File: src/rtl/alu_seq.sv
// 8-bit sequential ALU: single-cycle logic/arithmetic ops plus an 8-step
// shift-add unsigned multiplier, with registered result, flags and done pulse.
module alu_seq (
   input  logic       clk,
   input  logic       rst,
   input  logic [7:0] a,
   input  logic [7:0] b,
   input  logic [2:0] op,
   input  logic       start,
   output logic [7:0] dout,
   output logic [7:0] dout_hi,
   output logic       busy,
   output logic       done,
   output logic       zflag,
   output logic       cflag,
   output logic       nflag
);

   localparam logic [0:0] ST_IDLE = 1'b0;
   localparam logic [0:0] ST_MUL  = 1'b1;

   localparam logic [2:0] OP_ADD = 3'b000;
   localparam logic [2:0] OP_SUB = 3'b001;
   localparam logic [2:0] OP_AND = 3'b010;
   localparam logic [2:0] OP_OR  = 3'b011;
   localparam logic [2:0] OP_XOR = 3'b100;
   localparam logic [2:0] OP_NOT = 3'b101;
   localparam logic [2:0] OP_INC = 3'b110;
   localparam logic [2:0] OP_MUL = 3'b111;

   logic [0:0]  state_q, state_d;
   logic [7:0]  a_q, a_d;
   logic [7:0]  b_q, b_d;
   logic [15:0] acc_q, acc_d;
   logic [2:0]  cnt_q, cnt_d;
   logic [7:0]  dout_q, dout_d;
   logic [7:0]  hi_q, hi_d;
   logic        z_q, z_d;
   logic        c_q, c_d;
   logic        n_q, n_d;
   logic        done_q, done_d;

   logic [7:0]  alu_res_s;
   logic        alu_c_s;
   logic [15:0] addend_s;
   logic [15:0] sum_s;

   // Single-cycle datapath for every opcode except MUL
   always_comb begin
      alu_res_s = 8'h00;
      alu_c_s   = 1'b0;
      case (op)
         OP_ADD:  {alu_c_s, alu_res_s} = {1'b0, a} + {1'b0, b};
         OP_SUB: begin
            alu_res_s = a - b;
            alu_c_s   = (a < b);
         end
         OP_AND:  alu_res_s = a & b;
         OP_OR:   alu_res_s = a | b;
         OP_XOR:  alu_res_s = a ^ b;
         OP_NOT:  alu_res_s = ~a;
         OP_INC: begin
            alu_res_s = a + 8'd1;
            alu_c_s   = (a == 8'hFF);
         end
         default: begin
            alu_res_s = 8'h00;
            alu_c_s   = 1'b0;
         end
      endcase
   end

   // One shift-add step: add A shifted by the step index when that B bit is set
   always_comb begin
      if (b_q[cnt_q]) begin
         addend_s = {8'h00, a_q} << cnt_q;
      end else begin
         addend_s = 16'h0000;
      end
      sum_s = acc_q + addend_s;
   end

   // Next-state logic for the control FSM, operand latches and result registers
   always_comb begin
      state_d = state_q;
      a_d     = a_q;
      b_d     = b_q;
      acc_d   = acc_q;
      cnt_d   = cnt_q;
      dout_d  = dout_q;
      hi_d    = hi_q;
      z_d     = z_q;
      c_d     = c_q;
      n_d     = n_q;
      done_d  = 1'b0;
      case (state_q)
         ST_IDLE: begin
            if (start) begin
               if (op == OP_MUL) begin
                  a_d     = a;
                  b_d     = b;
                  acc_d   = 16'h0000;
                  cnt_d   = 3'd0;
                  state_d = ST_MUL;
               end else begin
                  dout_d = alu_res_s;
                  hi_d   = 8'h00;
                  z_d    = (alu_res_s == 8'h00);
                  c_d    = alu_c_s;
                  n_d    = alu_res_s[7];
                  done_d = 1'b1;
               end
            end else begin
               state_d = ST_IDLE;
            end
         end
         ST_MUL: begin
            // start is deliberately ignored here; operands come from the latches
            acc_d = sum_s;
            cnt_d = cnt_q + 3'd1;
            if (cnt_q == 3'd7) begin
               dout_d  = sum_s[7:0];
               hi_d    = sum_s[15:8];
               z_d     = (sum_s == 16'h0000);
               c_d     = (sum_s[15:8] != 8'h00);
               n_d     = sum_s[15];
               done_d  = 1'b1;
               state_d = ST_IDLE;
            end else begin
               state_d = ST_MUL;
            end
         end
         default: begin
            state_d = ST_IDLE;
         end
      endcase
   end

   // State and output registers with synchronous reset
   always_ff @(posedge clk) begin
      if (rst) begin
         state_q <= ST_IDLE;
         a_q     <= 8'h00;
         b_q     <= 8'h00;
         acc_q   <= 16'h0000;
         cnt_q   <= 3'd0;
         dout_q  <= 8'h00;
         hi_q    <= 8'h00;
         z_q     <= 1'b0;
         c_q     <= 1'b0;
         n_q     <= 1'b0;
         done_q  <= 1'b0;
      end else begin
         state_q <= state_d;
         a_q     <= a_d;
         b_q     <= b_d;
         acc_q   <= acc_d;
         cnt_q   <= cnt_d;
         dout_q  <= dout_d;
         hi_q    <= hi_d;
         z_q     <= z_d;
         c_q     <= c_d;
         n_q     <= n_d;
         done_q  <= done_d;
      end
   end

   assign dout    = dout_q;
   assign dout_hi = hi_q;
   assign busy    = (state_q == ST_MUL);
   assign done    = done_q;
   assign zflag   = z_q;
   assign cflag   = c_q;
   assign nflag   = n_q;

endmodule

File: config.mk
export PLATFORM = sky130hd
export DESIGN_NAME = alu_seq
export DESIGN_NICKNAME = d
export VERILOG_FILES = /design/src/rtl/alu_seq.sv
export SDC_FILE = /design/constraint.sdc
export NUM_CORES = 1
export LEC_CHECK = 0
export CORE_AREA = 2 2 91 102
export CTS_CLUSTER_DIAMETER = 30
export DETAILED_ROUTE_END_ITERATION = 6
export DIE_AREA = 0 0 93 104
export HOLD_SLACK_MARGIN = 0.12
export PLACE_DENSITY_LB_ADDON = 0.08
export SKIP_LAST_GASP = 1
export SLEW_MARGIN = 20
export SYNTH_ARGS = -nofsm -noshare
export SYNTH_HDL_FRONTEND = slang
export SYNTH_SLANG_ARGS = --single-unit
export TNS_END_PERCENT = 30
File: constraint.sdc
create_clock -name clk -period 4.6 [get_ports clk]
set_clock_uncertainty 0.15 [all_clocks]
set_input_delay 0.69 -clock clk [delete_from_list [all_inputs] [get_ports clk]]
set_output_delay 0.69 -clock clk [all_outputs]
set_load 0.02 [all_outputs]
# ---- After elaboration in Yosys (flattened, before gate mapping)
# Cells that the tools add are included.
dict set report word_totals {
  register_bits 56
  input_bits 22
  output_inout_bits 21
  elab_cells 83
}
dict set report classes {
  addsub 5
  magnitude_cmp 2
  n_eq_ne 13
  shifts 1
  n_mux 39
  bitwise 5
  reduce_logical 7
}
# cell count
set ops {}
lappend ops {{$pmux 8 s7} 1}
lappend ops {{$mux 16} 3}
lappend ops {{$mux 8} 6}
lappend ops {{$pmux 16 s2} 1}
lappend ops {{$pmux 8 s2} 2}
lappend ops {{$add 16x16->16} 1}
lappend ops {{$logic_not 16->1} 1}
lappend ops {{$mux 1} 16}
lappend ops {{$shl 8x3->16} 1}
lappend ops {{$eq 3x3->1 const B} 5}
lappend ops {{$pmux 1 s2} 5}
lappend ops {{$add 8x8->9} 1}
lappend ops {{$add 8x1->8 const B} 1}
lappend ops {{$and 8x8->8} 1}
lappend ops {{$eq 8x8->1 const B} 1}
lappend ops {{$logic_not 8->1} 1}
lappend ops {{$lt 8x8->1} 1}
lappend ops {{$not 8->8} 1}
lappend ops {{$or 8x8->8} 1}
lappend ops {{$reduce_bool 8->1} 1}
lappend ops {{$sub 8x8->8} 1}
lappend ops {{$xor 8x8->8} 1}
lappend ops {{$eq 3x2->1 const B} 2}
lappend ops {{$mux 3} 2}
lappend ops {{12 further kinds} 15}

# ---- Logic depth before layout (Yosys ltp)
# Gate-level depths: netlist of the first run.
dict set report depth {
  ltp_word 7
  depth_mapped 17
  depth_no_buf 15
}

# ---- Worst setup path before layout of the first run
# No wires, ideal clock.
dict set report synth_timing {
  kind {register to register}
  startpoint {reg cnt_q[0]}
  endpoint {reg z_q (netlist: zflag)}
  setup_ns 0.096
  t_arrival_ns 4.173
  t_required_ns 4.354
  setup_slack_ns 0.182
  stages_incl_launch_ff 16
  n_path_buf 2
  synth_period_minus_slack_ns 4.418
  path_cell_list {dfxtp_1 -> clkbuf_1 -> mux4_2 -> nand2_1 -> and2_1 -> clkbuf_1 -> a211oi_1 -> ha_1 -> a2111oi_4 -> o21ai_2 -> a41oi_2 -> xnor2_1 -> or3_1 -> or4_1 -> or3_1 -> o41ai_2}
}
dict set report synth_between {
  elab_chain_len 7
  elab_cells_between_ends 11
  cone_classes {1 x add/sub; 2 x eq/ne; 1 x shift; 5 x mux; 2 x reduce/logical}
}
# item line
set synth_rtl {}
lappend synth_rtl {{from (decl)} 35} ;# logic [2:0] cnt_q, cnt_d;
lappend synth_rtl {{from (signal assigned)} 158} ;# cnt_q <= cnt_d;
lappend synth_rtl {{$bmux 1 s3} 75} ;# if (b_q[cnt_q]) begin
lappend synth_rtl {{$mux 1 (implied by the code)} 75}
lappend synth_rtl {{$mux 16} 75}
lappend synth_rtl {{$add 16x16->16} 80} ;# sum_s = acc_q + addend_s;
lappend synth_rtl {{$logic_not 16->1} 124} ;# z_d = (sum_s == 16'h0000);
lappend synth_rtl {{$mux 1} 121} ;# if (cnt_q == 3'd7) begin
lappend synth_rtl {{$pmux 1 s2} 96} ;# case (state_q)
lappend synth_rtl {{to (signal assigned)} 161} ;# z_q <= z_d;
lappend synth_rtl {{to (decl)} 38} ;# logic z_q, z_d;
# Several ways; a longest one is shown, not always the timed one. The select of a mux whose other input is x is not followed.
# A chain may end at the register's enable or synchronous reset.

# ---- Worst setup path after layout of the first run
# Ends and elaborated chain as after synthesis.

==> results.py, run 1 <==
metrics = {
    "finish": {
        "synthToLayoutAreaGrowth_pct": 15.0,
        "final_cell_mix": "nand2_1 (89), a21oi_1 (67), nor2_1 (56), dfxtp_1 (54), ha_1 (42)",
        "fin_util_pct": 59.1,
        "design_area_sq_um": 5110,
        "n_fill_cell": 861,
        "nets": 687,
        "diodes": 0,
        "drive_gt1_share_pct": 6.92,
        "layout_commonest_cell": "nand2_1",
    },
    "setup_path": {
        "worst-path-buf-inv": 0,
        "critPathRequiredTime_ns": 4.67,
        "cp_top_family": "simple AND/OR/NAND/NOR gates",
        "critPathKind": "flip-flop to flip-flop",
        "cp.arrival_ns": 4.40,
        "endpoint_kind": "flip-flop",
        "crit_slowest_cell": "mux4_2",
        "path_common_cell": "or3_1",
        "cp_max_fo": 7,
        "max_stage_delay_ns": 0.50,
        "critPathLaunchType": "flip-flop",
        "path_cells": "mux4_2, nand2_1, and2_2, a211oi_1, ha_1, a2111oi_4, o21ai_2, a41oi_2, xnor2_1, or3_1, or4_1, or3_1, o41ai_2",
    },
    "global_route": {
        "antenna_found_initial": 0,
        "grtUsageTotal_pct": 25.2,
        "grt_max_degree": 58,
        "grt_pass1_vias": 4202,
        "grt-ovfl-total": 0,
        "grt_pass1_wl_um": 20200,
    },
    "logic_synthesis": {
        "synthAdderAreaFrac_pct": 13.2,
        "async_flop_share_pct": 0,
        "dominantRegCellSynth": "dfxtp_1",
        "synthesis.area_sq_um": 4450,
        "synthCells": 591,
        "yosys-top-cells-area": "dfxtp_1 (25%), ha_1 (12%), a21oi_1 (7.5%)",
        "yosys_warnings": 0,
        "ys_ff_latch": 56,
        "synthXorXnorAreaFrac_pct": 4.73,
        "synth_top_area_cell": "dfxtp_1",
        "synth_top_family_by_area": "compound AO/OA/AOI/OAI gates",
        "synth_fp_nets": 658,
        "synthSimpleGateAreaFrac_pct": 22.1,
        "synth_compound_area_share_pct": 25.5,
        "muxShareOfSynthArea_pct": 4.11,
        "synth.avg_cell_area_sq_um": 7.52,
        "seq_area_frac_synth_pct": 25.2,
        "synth_edf_count": 0,
        "synth_top_cell_area_share_pct": 25.2,
        "synth.distinct_cells": 59,
    },
    "timing": {
        "hold_ws_ns": 0.313,
        "post-route-min-period_ns": 4.32,
        "drv_slew": 0,
        "slew_headroom_pct": 31.4,
        "fin_crit_sh_pct": 93.9,
        "hold_viol": 0,
        "max_freq_mhz": 231,
        "setup_viol": 0,
        "worstMarginPinSlew_ns": 1.03,
        "fin_setup_tns_ns": 0,
        "rsz0062_at_grt": "no",
    },
    "drt": {
        "wl_per_cell_um": 16.6,
        "ant_nets": 0,
        "first_pass_iters": 4,
        "route.vias.total": 4371,
        "drt-total-wl_um": 12200,
        "drt_iter0_markers": 188,
        "drcViolationCount": 0,
        "vias_per_cell": 5.95,
    },
    "cts": {
        "cts_setup_buffers": 0,
        "cts_tree": "yes",
        "cts_root_buffer": "clkbuf_8",
        "clockBufferDepth": 2,
        "cts-htree-levels": 2,
        "clkLatencyLatePin_ns": 0.32,
        "clk_pin_slew_ns": 0.10,
        "cts.sinks": 56,
        "postCtsHoldBufs": 0,
        "cts.repair.resized": 0,
        "cts_made_buffers": 5,
    },
    "placement": {
        "io_buffers": 42,
        "hpwlAfterDp_um": 9460,
        "placed_cell_area_sq_um": 4970,
        "place_congestion": 0.890,
    },
    "pwr": {
        "sequentialPowerShare_pct": 46.2,
        "ir_drop_mv": 0.177,
        "fin_total_pwr_mw": 1.10,
        "powerDensity_nw_per_um2": 215,
        "switching_power_uw": 330,
        "clkPwrFrac_pct": 30.6,
        "p_int_uw": 767,
        "power_leakage_nw": 2.00,
        "switching_share_pct": 30.1,
        "p_comb_share_pct": 23.2,
    },
    "floorplanning": {
        "core_area_sq_um": 8650,
        "dieHeight_um": 104,
        "start_util_pct": 51.4,
        "io_pins": 43,
        "dieArea_sq_um": 9670,
        "die_w_um": 93,
        "rows": 36,
    },
    "worst_hold_path": {
        "hp-class": "flip-flop to flip-flop",
    },
    "job": {
        "maxCapViolCount": 0,
    },
    "run_status": {
        "status": "complete, no violations",
    },
}
-- cell families (layout without fill, tap and decap cells) --
family	count (synthesis)	in the layout
compound gates	172	172
buf+inv	61	91
simple gates	219	219
fa+ha+maj	45	45
flops	56	56
mux	14	14
xor+xnor	24	24
-- layer usage --
metal	up-vias	global-route usage (%)	routed length, um
li1	2162	-	-
met1	2090	31.5	5220
met2	88	44.8	6270
met3	31	2.25	339
met4	0	9.03	389
met5	-	0	0
-- cells in the mapped netlist (4+ instances only) --
cell and count:
o21ai_0 18, nor4_1 4, and2_1 5, nor2_1 56, clkbuf_1 29, nand3_1 21
nand2_1 89, nand2b_1 8, a31oi_1 7, nor2b_1 9, xnor2_1 21, o211ai_1 9
o221ai_1 6, nor3_1 9, o31ai_1 4, a21oi_1 67, o22ai_1 4, inv_1 29
ha_1 42, or4_1 4, a22oi_1 11, a211oi_1 11, mux2_2 4, mux2i_1 7
a21o_1 6, dfxtp_1 56
-- worst reg2reg max path, cell delays in order, from the launching register on --
cell and delay [ns]:
dfxtp_2 0.39, mux4_2 0.50, nand2_1 0.16, and2_2 0.24
a211oi_1 0.06, ha_1 0.39, a2111oi_4 0.34, o21ai_2 0.13
a41oi_2 0.22, xnor2_1 0.13, or3_1 0.39, or4_1 0.44
or3_1 0.38, o41ai_2 0.32
-- flip-flops by register name, summed over array words and instances, names as in the netlist --
name / cells
a_q: 8
busy: 1
nflag: 1
dout_hi: 8
done: 1
acc_q: 16
cflag: 1
b_q: 8
zflag: 1
cnt_q: 3
dout: 8
-- worst paths after layout --
| check | from | to | slack (ns) | cells after the start |
|---|---|---|---|---|
| max reg2reg | cnt_q[0]$_SDFFE_PP0P_ | zflag$_SDFFE_PP0P_ | 0.28 | 13 |
| min | b_q[2]$_SDFFE_PP0P_ | b_q[2]$_SDFFE_PP0P_ | 0.31 | 2 |
| max | cnt_q[0]$_SDFFE_PP0P_ | zflag$_SDFFE_PP0P_ | 0.28 | 13 |
| min reg2reg | b_q[2]$_SDFFE_PP0P_ | b_q[2]$_SDFFE_PP0P_ | 0.31 | 2 |
-- layout make-up --
| type | instances | area, sq um | area share, % |
|---|---|---|---|
| Multi-Input combinational cell | 474 | 3120 | 61.0 |
| Sequential cell | 56 | 1120 | 22.0 |
| Timing Repair Buffer | 54 | 505 | 9.89 |
| Tap cell | 114 | 143 | 2.79 |
| Inverter | 29 | 109 | 2.13 |
| Clock buffer | 5 | 68.8 | 1.35 |
| Clock inverter | 3 | 46.3 | 0.905 |
-- through the flow --
step,std cells,setup WS [ns]
6_report,735,0.280
5_1_grt,735,0.00616
4_1_cts,735,0.0793
3_5_place_dp,727,0.0995
3_3_place_gp,727,0.241
2_1_floorplan,591,0.182
-- power groups by stage --
| stage | combinational (mW) | sequential (mW) | clock, mW |
|---|---|---|---|
| 3_3_place_gp | 0.249 | 0.517 | 0 |
| 5_1_grt | 0.280 | 0.509 | 0.357 |
| 4_1_cts | 0.253 | 0.507 | 0.340 |
| 6_report | 0.254 | 0.507 | 0.336 |
| 3_5_place_dp | 0.252 | 0.518 | 0 |
| 2_1_floorplan | 0.153 | 0.525 | 0 |
Note: power is estimated with default switching activity, not from simulation.
==> inputs of run 2 (changes only) <==
- PLACE_DENSITY: unset -> 0.76
- PLACE_DENSITY_LB_ADDON: 0.08 -> unset
- REMOVE_ABC_BUFFERS: unset -> 1
- SLEW_MARGIN: 20 -> 0
==> run 2 against run 1 <==
- non-clock buffer count increased by 1
- sequential cell count unchanged
- setup slack got worse by 0.061 ns
- clock-buffer cell count unchanged
- fmax shrank 1.4%
- design area about the same
- first-iteration DRC count up 18%
- wire length is 2.1% lower
==> results.py, run 2 (synthesis gave the netlist of run 1 again) <==
metrics = {
    "run_status": {
        "status": "complete, no violations",
    },
    "setup_path": {
        "cp.arrival_ns": 4.46,
        "endpoint_kind": "flip-flop",
        "worst-path-buf-inv": 0,
        "r2r_start": "cnt_q[0]$_SDFFE_PP0P_",
        "path_common_cell": "or3_1",
        "cp-startpoint": "cnt_q[0]$_SDFFE_PP0P_",
        "crit_slowest_cell": "mux4_2",
        "critPathKind": "flip-flop to flip-flop",
        "critPathLaunchType": "flip-flop",
        "max_stage_delay_ns": 0.51,
        "path_cells": "mux4_2, nand2_1, and2_2, nor2_1, ha_1, a2111oi_2, nor4_2, a21boi_1, xnor2_1, or3_1, or4_1, or3_1, o41ai_2",
        "cp_max_fo": 7,
        "cp_top_family": "simple AND/OR/NAND/NOR gates",
        "critPathRequiredTime_ns": 4.68,
    },
    "global_route": {
        "grt_pass1_wl_um": 20200,
        "antenna_found_initial": 0,
        "grtUsageTotal_pct": 25.2,
        "grt_pass1_vias": 4216,
        "grt-ovfl-total": 0,
        "grt_max_degree": 34,
    },
    "finish": {
        "top_register": "acc_q",
        "synthToLayoutAreaGrowth_pct": 15.0,
        "nets": 688,
        "finalNonFillerCells": 736,
        "final_cell_mix": "nand2_1 (89), a21oi_1 (66), nor2_1 (56), dfxtp_1 (54), ha_1 (42)",
        "largest_reg_flops": 16,
        "layout_commonest_cell": "nand2_1",
        "drive_gt1_share_pct": 7.40,
        "diodes": 0,
    },
    "job": {
        "maxCapViolCount": 0,
    },
    "cts": {
        "clk_pin_slew_ns": 0.11,
        "cts.sinks": 56,
        "clockBufferDepth": 2,
        "cts-htree-levels": 2,
        "cts_made_buffers": 5,
        "cts_tree": "yes",
        "cts_setup_buffers": 0,
        "postCtsHoldBufs": 0,
        "clkLatencyLatePin_ns": 0.32,
        "cts_root_buffer": "clkbuf_8",
    },
    "floorplanning": {
        "start_util_pct": 51.4,
        "rows": 36,
        "dieHeight_um": 104,
        "dieArea_sq_um": 9670,
        "die_w_um": 93,
        "core_area_sq_um": 8650,
        "io_pins": 43,
    },
    "timing": {
        "fin_crit_sh_pct": 95.2,
        "slew_headroom_pct": 52.9,
        "max_freq_mhz": 228,
        "worstMarginPinSlew_ns": 0.704,
        "post-route-min-period_ns": 4.38,
        "hold_viol": 0,
        "drv_slew": 0,
        "setup_viol": 0,
    },
    "drt": {
        "drt_iter0_markers": 221,
        "ant_nets": 0,
        "drt-total-wl_um": 12000,
        "vias_per_cell": 5.95,
        "drcViolationCount": 0,
        "first_pass_iters": 5,
        "route.vias.total": 4382,
        "wl_per_cell_um": 16.2,
    },
    "worst_hold_path": {
        "hp-class": "flip-flop to flip-flop",
        "min_from": "dout_hi[7]$_SDFFE_PP0P_",
    },
    "pwr": {
        "fin_total_pwr_mw": 1.05,
        "powerDensity_nw_per_um2": 206,
        "power_leakage_nw": 1.99,
        "ir_drop_mv": 0.132,
        "sequentialPowerShare_pct": 47.8,
        "p_int_uw": 717,
        "clkPwrFrac_pct": 27.6,
        "switching_share_pct": 32.0,
        "p_comb_share_pct": 24.5,
        "switching_power_uw": 337,
    },
    "placement": {
        "hpwlAfterDp_um": 9220,
        "dp.cells": 728,
        "io_buffers": 42,
        "place_congestion": 0.934,
    },
}
[run 2: layer usage]
metal  GRT usage (%)  up-vias  routed length (um)
met3            2.83       24                 472
met2            44.6      133                6210
li1                -     2165                   -
met1            31.3     2060                4970
met5               0        -                   0
met4            9.14        0                 304
[run 2: through the flow]
stage | instance area, sq um | TNS [ns] | setup slack [ns] | hold WS, ns | utilization (%)
after global placement | 4980 | 0 | 0.292 | 0.296 | 57.6
after detailed placement | 4980 | 0 | 0.126 | 0.296 | 57.6
after global routing | 5110 | -0.0510 | -0.0510 | 0.332 | 59.1
after floorplan | 4330 | 0 | 0.215 | 0.277 | -
final | 5110 | 0 | 0.219 | 0.309 | 59.1
after CTS | 5080 | 0 | 0.0899 | 0.312 | 58.7
[run 2: final timing paths]
check	to	slack, ns	cells past startpoint
worst max-delay path	zflag$_SDFFE_PP0P_	0.22	13
worst min-delay path	dout_hi[7]$_SDFFE_PP0P_	0.31	2
worst max register to register	zflag$_SDFFE_PP0P_	0.22	13
worst min register to register	dout_hi[7]$_SDFFE_PP0P_	0.31	2
[run 2: area by class of cell]
type	count	area, sq um
Clock buffer	5	68.8
Clock inverter	3	27.5
Fill cell	826	3540
Inverter	29	109
Multi-Input combinational cell	474	3130
Sequential cell	56	1130
Tap cell	114	143
Timing Repair Buffer	55	513
[run 2: worst min-delay path, cell delays in order (launching register included)]
cell     delay [ns]
dfxtp_1        0.32
nand2_1        0.05
a21oi_1        0.05
[run 2: timing repair]
action	CTS	global route
endpoints found under the setup margin	0	2
gates resized for setup	0	11
hold endpoints to repair	0	0
[run 2: power groups by stage]
stage	Combinational [mW]	Clock, mW	Sequential [mW]
floorplan	0.135	0	0.528
global placement	0.250	0	0.515
detailed placement	0.255	0	0.516
CTS	0.256	0.296	0.505
global route	0.285	0.319	0.506
finish	0.258	0.291	0.504
